**src/rtl/cache_mem_arbiter.sv**
```systemverilog
// Two-core icache/dcache arbiter onto a single RAM port, dcache priority, round-robin per class.
// Define ARB_STATS_EN to add per-requester 32-bit grant counters (dgrants/igrants).
module cache_mem_arbiter (
    input  logic        CLK,
    input  logic        rst,
    input  logic [1:0]  iREN,
    input  logic [31:0] iaddr [2],
    output logic [1:0]  iwait,
    output logic [31:0] iload [2],
    input  logic [1:0]  dREN,
    input  logic [1:0]  dWEN,
    input  logic [31:0] daddr [2],
    input  logic [31:0] dstore [2],
    output logic [1:0]  dwait,
    output logic [31:0] dload [2],
    output logic        ramREN,
    output logic        ramWEN,
    output logic [31:0] ramaddr,
    output logic [31:0] ramstore,
    input  logic [31:0] ramload,
    input  logic        ramwait
`ifdef ARB_STATS_EN
    ,
    output logic [31:0] dgrants [2],
    output logic [31:0] igrants [2]
`endif
);

    typedef enum logic {IDLE, BUSY} state_t;

    state_t     r_state;
    logic [1:0] r_owner;
    logic       r_drr;
    logic       r_irr;

    logic [1:0] w_dact;
    logic [1:0] w_iact;
    logic       w_any;
    logic [1:0] w_sel;
    logic       w_own_act;
    logic       w_drive;

    assign w_dact = dREN | dWEN;
    assign w_iact = iREN;
    assign w_any  = (|w_dact) | (|w_iact);

    // owner encoding: bit1 = dcache, bit0 = core
    always_comb begin
        w_sel = 2'd0;
        if (|w_dact) begin
            w_sel = {1'b1, (&w_dact) ? r_drr : w_dact[1]};
        end else begin
            w_sel = {1'b0, (&w_iact) ? r_irr : w_iact[1]};
        end
    end

    assign w_own_act = r_owner[1] ? w_dact[r_owner[0]] : w_iact[r_owner[0]];
    assign w_drive   = (r_state == BUSY) && w_own_act && !rst;

    always_ff @(posedge CLK or posedge rst) begin
        if (rst) begin
            r_state <= IDLE;
            r_owner <= 2'd0;
            r_drr   <= 1'b0;
            r_irr   <= 1'b0;
`ifdef ARB_STATS_EN
            dgrants[0] <= 32'd0;
            dgrants[1] <= 32'd0;
            igrants[0] <= 32'd0;
            igrants[1] <= 32'd0;
`endif
        end else begin
            unique case (r_state)
                IDLE: begin
                    if (w_any) begin
                        r_state <= BUSY;
                        r_owner <= w_sel;
`ifdef ARB_STATS_EN
                        if (w_sel[1])
                            dgrants[w_sel[0]] <= dgrants[w_sel[0]] + 32'd1;
                        else
                            igrants[w_sel[0]] <= igrants[w_sel[0]] + 32'd1;
`endif
                    end
                end
                BUSY: begin
                    if (!w_own_act) begin
                        r_state <= IDLE;
                        if (r_owner[1])
                            r_drr <= ~r_owner[0];
                        else
                            r_irr <= ~r_owner[0];
                    end
                end
                default: r_state <= IDLE;
            endcase
        end
    end

    always_comb begin
        ramREN   = 1'b0;
        ramWEN   = 1'b0;
        ramaddr  = 32'd0;
        ramstore = 32'd0;
        iwait    = 2'b11;
        dwait    = 2'b11;
        iload[0] = 32'd0;
        iload[1] = 32'd0;
        dload[0] = 32'd0;
        dload[1] = 32'd0;
        if (w_drive) begin
            if (r_owner[1]) begin
                // simultaneous REN+WEN is treated as a write
                ramWEN              = dWEN[r_owner[0]];
                ramREN              = dREN[r_owner[0]] & ~dWEN[r_owner[0]];
                ramaddr             = daddr[r_owner[0]];
                ramstore            = dstore[r_owner[0]];
                dwait[r_owner[0]]   = ramwait;
                dload[r_owner[0]]   = ramload;
            end else begin
                ramREN              = 1'b1;
                ramaddr             = iaddr[r_owner[0]];
                iwait[r_owner[0]]   = ramwait;
                iload[r_owner[0]]   = ramload;
            end
        end
    end

endmodule
```
**config.mk**
```make
export PLATFORM = sky130hd
export DESIGN_NAME = cache_mem_arbiter
export DESIGN_NICKNAME = d
export VERILOG_FILES = /design/src/rtl/cache_mem_arbiter.sv
export SDC_FILE = /design/constraint.sdc
export NUM_CORES = 1
export LEC_CHECK = 0
export BUFFER_PORTS_ARGS = -buffer_cell sky130_fd_sc_hd__buf_2
export CAP_MARGIN = 25
export CORE_AREA = 2 2 167 169
export CTS_BUF_LIST = sky130_fd_sc_hd__clkbuf_4
export DETAILED_ROUTE_END_ITERATION = 6
export DIE_AREA = 0 0 169 171
export HOLD_SLACK_MARGIN = 0.1
export PLACE_DENSITY = 0.34
export SYNTH_ARGS = -nofsm -noshare
export SYNTH_HDL_FRONTEND = slang
export SYNTH_SLANG_ARGS = --single-unit
```
**constraint.sdc**
```tcl
create_clock -name CLK -period 1.9 [get_ports CLK]
set_clock_uncertainty 0.2 [all_clocks]
set_input_delay 0.285 -clock CLK [delete_from_list [all_inputs] [get_ports CLK]]
set_output_delay 0.285 -clock CLK [all_outputs]
set_load 0.1 [all_outputs]
```
# Yosys cells after proc, flatten, opt, wreduce, memory -nomap -nowiden
# Index checks and enable logic that the tools add are counted.
# word_totals
regBits	5
inputBits	233
output_inout_bits	198
# op_classes
order_cmp	4
mux	44
bitwise_logic	12
n_reduce_logical	12
# op_table
cell	n
2-to-1 mux 32 bit	14
2-to-1 mux 64 bit	4
bitwise AND 64 bit	1
demux 32 bit (select 1 bit)	1
2-to-1 mux 1 bit	18
2-to-1 mux 2 bit	5
AND reduction 2 bit	3
AND reduction 3 bit	2
inverter 1 bit	5
logical AND 1 bit	4
OR 2 bit	2
OR reduction 2 bit	2
>= comparator 2 bit (second input constant)	1
< comparator 1 x 2 -> 1 bit (second input constant)	1
< comparator 2 x 1 -> 1 bit (second input constant)	1
inverter 1 -> 2 bit	1
inverter 2 bit	1
one-hot mux 1 bit (2 select lines)	1
bitwise AND 1 bit	1
demux 1 bit (select 1 bit)	1
>= comparator 1 bit (second input constant)	1
logical NOT 1 bit	1
OR 1 bit	1

# Logic depth before layout (Yosys ltp)
# Gate-level depths: netlist of the first run.
# logic_depth
ltp_word	8
ltp_mapped	6

# Least setup slack after synthesis of the first run
# OpenSTA, ideal clock, no wires.
# synth_path
path_kind	flip-flop to output port
start	register r_owner[1]
end	output port ramREN
arrival_time_ns	2.657
t_required_ns	1.415
slack_ns	-1.242
path_stages_with_launch	6
path_buffers	2
cell_sequence	dfrtp_1 -> buf_4 -> a31oi_1 -> nand4_2 -> buf_2 -> a21oi_1
# synth_via
elab_chain_cells	4
elab_cells_between_ends	5
# synth_lines
element	line_no	text
start: declaration	32	logic [1:0] r_owner;
start signal: assignment	77	r_owner <= w_sel;
2-to-1 mux 1 bit	57	assign w_own_act = r_owner[1] ? w_dact[r_owner[0]] : w_iact[r_owner[0]];
logical AND 1 bit (2 in series)	58	assign w_drive = (r_state == BUSY) && w_own_act && !rst;
2-to-1 mux 1 bit *	111	if (w_drive) begin
end: declaration	16	output logic ramREN,
# Mark *: on every way between the ends. The rest lies on a longest branch, timed or not.

# Worst setup path after layout of the first run
# layout_path
start	register r_owner[0]
end	output port ramaddr[13]
# layout_via
elab_chain_cells	6
elab_cells_between_ends	16
# layout_lines
element	line_no	text
inverter 1 -> 2 bit (not written as such) or 2-to-1 mux 1 bit (tied branches)	116, 122, 57	
2-to-1 mux 32 bit (not written as such), or another cell as far along (3 in series)	122	ramaddr = iaddr[r_owner[0]];
2-to-1 mux 32 bit or logical AND 1 bit (tied branches)	112, 58	
2-to-1 mux 32 bit *	111	
end: declaration	18	output logic [31:0] ramaddr,
# Mark *: on every way between the ends. The rest lies on a longest branch, timed or not. The select of a mux whose other input is x is not followed.

==> results.cfg, run 1 <==
[detailed_routing]
avgViaCountPerCell = 3.80
wire_per_inst_um = 17.6
first_pass_iters = 4
drt_wl_total_mm = 20.4
ant_nets = 0
route.detailed.drc = 0
num_vias = 4406
drt_iter0_drc = 147

[global_route]
grt_pass1_vias = 4597
overflow = 0
grt_start_max_net_pins = 30
grt_pass1_wl_mm = 28.5
grt_use_total_pct = 13.0
antenna_found_initial = 5

[pwr]
switching_power_uw = 7220
power.total_uw = 12700
pwr-share-comb_pct = 97.0
power_density_mw_per_mm2 = 1250
intPower_uw = 5500
sw_frac_of_total_pct = 56.7
power_frac_clock_pct = 1.1
p_seq_share_pct = 1.9
vdd_ir_drop_max_mv = 0.782
p_leak_uw = 0.00455

[synthesis]
synthFlopType = dfrtp_1
syn-instance-count = 334
async_reset_ff_share_pct = 100
synth_seq_area_share_pct = 4.52
syn-num-nets = 567
synth_area_leaders = and2_1 (29%), mux4_2 (26%), mux2i_1 (12%)
netlist_area_mm2 = 0.00277
syn_avg_cell_area_um2 = 8.28
synth_edf_count = 0
netlist.top_cell.by_area = and2_1
synth_top_area_share_pct = 28.9
synth_cell_types = 33
synth.ff_latch_count = 5
yosys_warnings = 0

[hold_path]
worstHoldPathType = in2reg

[sta]
slew_violations = 0
rsz0062_at_grt = yes
setup_viol = 198
min_period_ps = 2390
tns_ps = -77650
post-route-period-util_pct = 126
hold_ws_ps = 289
hold_violations = 0
maxSlewHeadroom_pct = 71.2
setup_ws_ps = -493
worst_pin_slew_ps = 432
max_freq_ghz = 0.418

[worst_setup_path]
slowest_stage = dfrtp_4
crit_path_end_kind = output pin
crit_family = simple AND/OR/NAND/NOR gates
path_buf_inv = 2
path_cells = nor4b_4 > a31oi_4 > nand4_4 > buf_12 > nor2b_4 > buf_12
cp.required_ps = 1410
cp.arrival_ps = 1910
crit_type = reg2out
crit_path_max_fanout = 22
crit_top_cell = buf_12
critical_path.max_stage_delay_ps = 520
start_kind = flip-flop

[layout]
drive_gt1_share_pct = 93.6
fin_nets = 1046
layoutNonFillerInstCount = 1161
area_growth_pct = 268

[clock_network]
cts_buffer_depth = 2
clk_latency_ps = 240
cts_tree = built
clkSinkCount = 5
cts_root_buffer = clkbuf_4
numCtsBuffers = 3
clkTransAtPathRegs_ps = 40
htree_levels = 1

[placed_design]
gp_congestion = 0.785
pre_cts_ws_ps = -309
dpl.hpwl_mm = 16.0
io_buffers = 430
dp_cells = 1127

[floorplan]
core_area_mm2 = 0.0273
ios = 431
die_w_um = 169
die_area_mm2 = 0.0289
die_h_um = 171
start_util_pct = 10.1
fp-row-count = 61

[status]
status = finished with violations
violations = setup timing

[job]
drv_cap = 0
-- area by class of cell --
type	count	area, um^2
Fill cell	2637	17100
Timing Repair Buffer	504	6190
Multi-Input combinational cell	294	3380
Tap cell	346	433
Sequential cell	5	130
Clock buffer	4	30.0
Inverter	5	21.3
Antenna cell	3	7.51
-- layout by cell type, fill, tap and decap left out, drive strengths merged, types with 2 or more instances in the layout --
cell type / count
a31oi: 2
inv: 5
o21ai: 3
nand2b: 5
diode: 3
nor2: 38
mux4: 32
nor2b: 32
mux2i: 33
nand2: 2
o31ai: 2
buf: 497
nor3: 2
dfrtp: 5
a21oi: 4
and2: 128
clkbuf: 10
nor4: 2
-- routing by layer --
metal	GRT usage (%)	part of all wire, %
met4	1.93	0.84
met2	26.0	56
met3	2.68	7.3
met1	14.1	36
met5	0	0
-- final timing paths --
kind | from | to | slack, ps | depth (start not counted)
worst max-delay path | r_owner[0] | ramaddr[13] | -490 | 6
worst min-delay path | dWEN[0] | r_owner[1] | 290 | 3
worst max register to register | r_owner[0] | r_state | 250 | 4
worst min register to register | r_irr | r_irr | 320 | 2
max in group asynchronous | rst | r_owner[0] | 950 | 4
min in group asynchronous | rst | r_drr | 430 | 4
-- registers in the layout, indices dropped and copies added (netlist names) --
register / cells
r_owner: 2
r_drr: 1
r_irr: 1
r_state: 1
-- worst reg2reg max path, stage by stage, from the launching register on --
cell     delay, ps
dfrtp_4        520
nor4b_4        350
a31oi_4         80
buf_6          150
a31o_2         240
-- Yosys cell counts, types with 2 or more instances --
library cell and count:
nor2_1 38, nand2b_1 4, inv_1 5, nand2_1 2, o21ai_0 3, o31ai_1 2, nor2b_1 32, a21oi_1 4
mux2i_1 33, buf_2 10, a31oi_1 2, buf_6 4, buf_8 2, and2_1 128, dfrtp_1 5, nor4_4 2
clkbuf_2 3, mux4_2 32, clkbuf_1 9
-- power by group through the flow --
| stage | Combinational [uW] | Sequential (uW) | Clock, uW |
|---|---|---|---|
| after global placement | 11600 | 225 | 0 |
| after CTS | 12300 | 238 | 139 |
| after detailed placement | 11600 | 226 | 0 |
| final | 12300 | 246 | 134 |
| after floorplan | 7710 | 203 | 0 |
| after global routing | 12800 | 254 | 148 |
-- timing repair --
action | CTS | global route
gates resized for setup | 47 | 53
setup endpoints to repair | 198 | 198
buffers inserted | 12 | 4
pin swaps | 14 | 19
endpoints found under the hold margin | 5 | 0
cloned | 10 | 6
hold buffers | 1 | 0
-- metrics by stage --
step           area, um^2  util, %
2_1_floorplan        3670        -
3_3_place_gp         9390     34.4
3_5_place_dp         9390     34.4
4_1_cts              9990     36.6
5_1_grt             10200     37.3
6_report            10200     37.3
-- cells by family after synthesis --
group / after synthesis / share of synthesized area [%]
AOI/OAI and AO/OA: 15 / 3.39
buffers and inverters: 35 / 7.51
DFF: 5 / 4.52
muxes: 66 / 38.4
and+or+nand+nor: 213 / 46.2
No activity file was read; power rests on OpenSTA's default activity.
==> inputs of run 2 (changes only) <==
==> constraint.sdc (replaced) <==
create_clock -name CLK -period 1.9 [get_ports CLK]
set_clock_uncertainty 0.2 [all_clocks]
set_input_delay 0.095 -clock CLK [delete_from_list [all_inputs] [get_ports CLK]]
set_output_delay 0.095 -clock CLK [all_outputs]
set_load 0.1 [all_outputs]
==> run 2 against run 1 <==
  * The run still ends with setup timing left
  * Sequential power decreased by 7%
  * Via count fell by 0.59%
  * Global-route usage down 1.3 points
  * Wire length rose by 3.2%
  * Clock-buffer cell count unchanged
  * Cell count is 0.78% lower
  * Critical path type unchanged
  * Highest routed layer unchanged
==> results.cfg, run 2 (synthesis results as in run 1) <==
[status]
status = finished with violations
violations = setup timing

[sta]
rsz0062_at_grt = yes
max_freq_ghz = 0.449
setup_viol = 198
maxSlewHeadroom_pct = 79.7
setup_ws_ps = -328
hold_violations = 0
post-route-period-util_pct = 117
hold_ws_ps = 134
tns_ps = -50660
slew_violations = 0
worst_pin_slew_ps = 296
min_period_ps = 2230

[layout]
regArea_um2 = 130
layoutNonFillerInstCount = 1152
mostFrequentLayoutCells = buf_2 (232), buf_12 (213), and2_4 (128)
regMostFlops = r_owner
fin_nets = 1039
area_growth_pct = 268
final_common_cell = buf_2
multi_input_area_mm2 = 0.00337
fillCellCount = 2678
largest_register_ffs = 2
drive_gt1_share_pct = 93.2
final_cell_area_mm2 = 0.0102

[clock_network]
numCtsBuffers = 3
cts_tree = built
clkTransAtPathRegs_ps = 40
cts_buffer_depth = 2
htree_levels = 1
clkSinkCount = 5
cts_root_buffer = clkbuf_4
clk_latency_ps = 240

[worst_setup_path]
crit_family = buffers and inverters
path_buf_inv = 5
start_kind = flip-flop
crit_path_end_kind = output pin
path_cells = buf_6 > buf_12 > nor4_4 > buf_6 > clkbuf_16 > and2_4 > buf_12
cp.arrival_ps = 1930
crit_path_max_fanout = 8
slowest_stage = dfrtp_2
cp.required_ps = 1600
crit_type = reg2out
critical_path.max_stage_delay_ps = 430

[placed_design]
gp_congestion = 0.731
io_buffers = 430
dpl-instance-area_mm2 = 0.00917
dp_cells = 1108
dpl.hpwl_mm = 15.9

[global_route]
grt_pass1_vias = 4189
grt_start_max_net_pins = 38
grt_use_total_pct = 11.6
grt_pass1_wl_mm = 25.6
antenna_found_initial = 1
overflow = 0

[detailed_routing]
first_pass_iters = 4
drt_iter0_drc = 113
num_vias = 4380
wire_per_inst_um = 18.3
drt_wl_total_mm = 21.1
ant_nets = 0
route.detailed.drc = 0
avgViaCountPerCell = 3.80

[pwr]
vdd_ir_drop_max_mv = 0.591
p_leak_uw = 0.00456
power.total_uw = 12800
power_density_mw_per_mm2 = 1250

[floorplan]
die_area_mm2 = 0.0289
fp-row-count = 61
die_w_um = 169
die_h_um = 171
ios = 431
core_area_mm2 = 0.0273
start_util_pct = 10.1

[hold_path]
worstHoldPathType = in2reg

[job]
drv_cap = 0
[run 2: power breakdown]
part	total [uW]	internal [uW]	switching [uW]
Sequential	228	167	61.2
Combinational	12400	5250	7160
Clock	136	93.6	42.4
Total	12800	5510	7260
[run 2: layer usage]
layer / global-route usage [%] / share of wire (%) / up-vias
li1: - / - / 2097
met1: 11.9 / 37 / 2059
met2: 23.8 / 56 / 214
met3: 2.89 / 6.6 / 10
met4: 1.78 / 0.87 / 0
met5: 0 / 0 / -
[run 2: layout make-up]
class / instances / share of cell area (%)
clock buffers: 4 / 0.295
flip-flops and latches: 5 / 1.28
repair buffers: 497 / 60.8
well taps: 346 / 4.25
multi-input cells: 294 / 33.1
inverters: 5 / 0.221
diodes: 1 / 0.0246
[run 2: path summary, 6_finish.rpt]
| kind | endpoint | slack, ps | cells past startpoint | start |
|---|---|---|---|---|
| setup reg to reg | r_irr | 150 | 7 | r_owner[0] |
| hold / removal | r_owner[1] | 130 | 3 | dREN[0] |
| min in group asynchronous | r_state | 200 | 3 | rst |
| max in group asynchronous | r_owner[0] | 1080 | 3 | rst |
| hold reg to reg | r_irr | 320 | 2 | r_irr |
| setup / recovery | iload[58] | -330 | 7 | r_owner[1] |
[run 2: metrics by stage]
stage	setup slack, ps	utilization, %
finish	-328	37.3
global route	-397	37.3
CTS	-316	34.1
detailed placement	-169	33.6
global placement	-146	33.6
floorplan	-257	-
[run 2: worst reg2reg max path, delay by kind of cell (launching register included)]
| family | cells | cell delay, ps |
|---|---|---|
| simple gates | 1 | 70 |
| compound gates | 3 | 380 |
| flops | 1 | 520 |
| buf+inv | 3 | 460 |
[run 2: repair_timing]
action | in CTS | in global routing
gates resized for setup | 16 | 111
cloned | 0 | 22
endpoints found under the hold margin | 6 | 0
hold buffers | 2 | 0
buffers inserted | 2 | 13
pin swaps | 6 | 105
endpoints found under the setup margin | 198 | 198
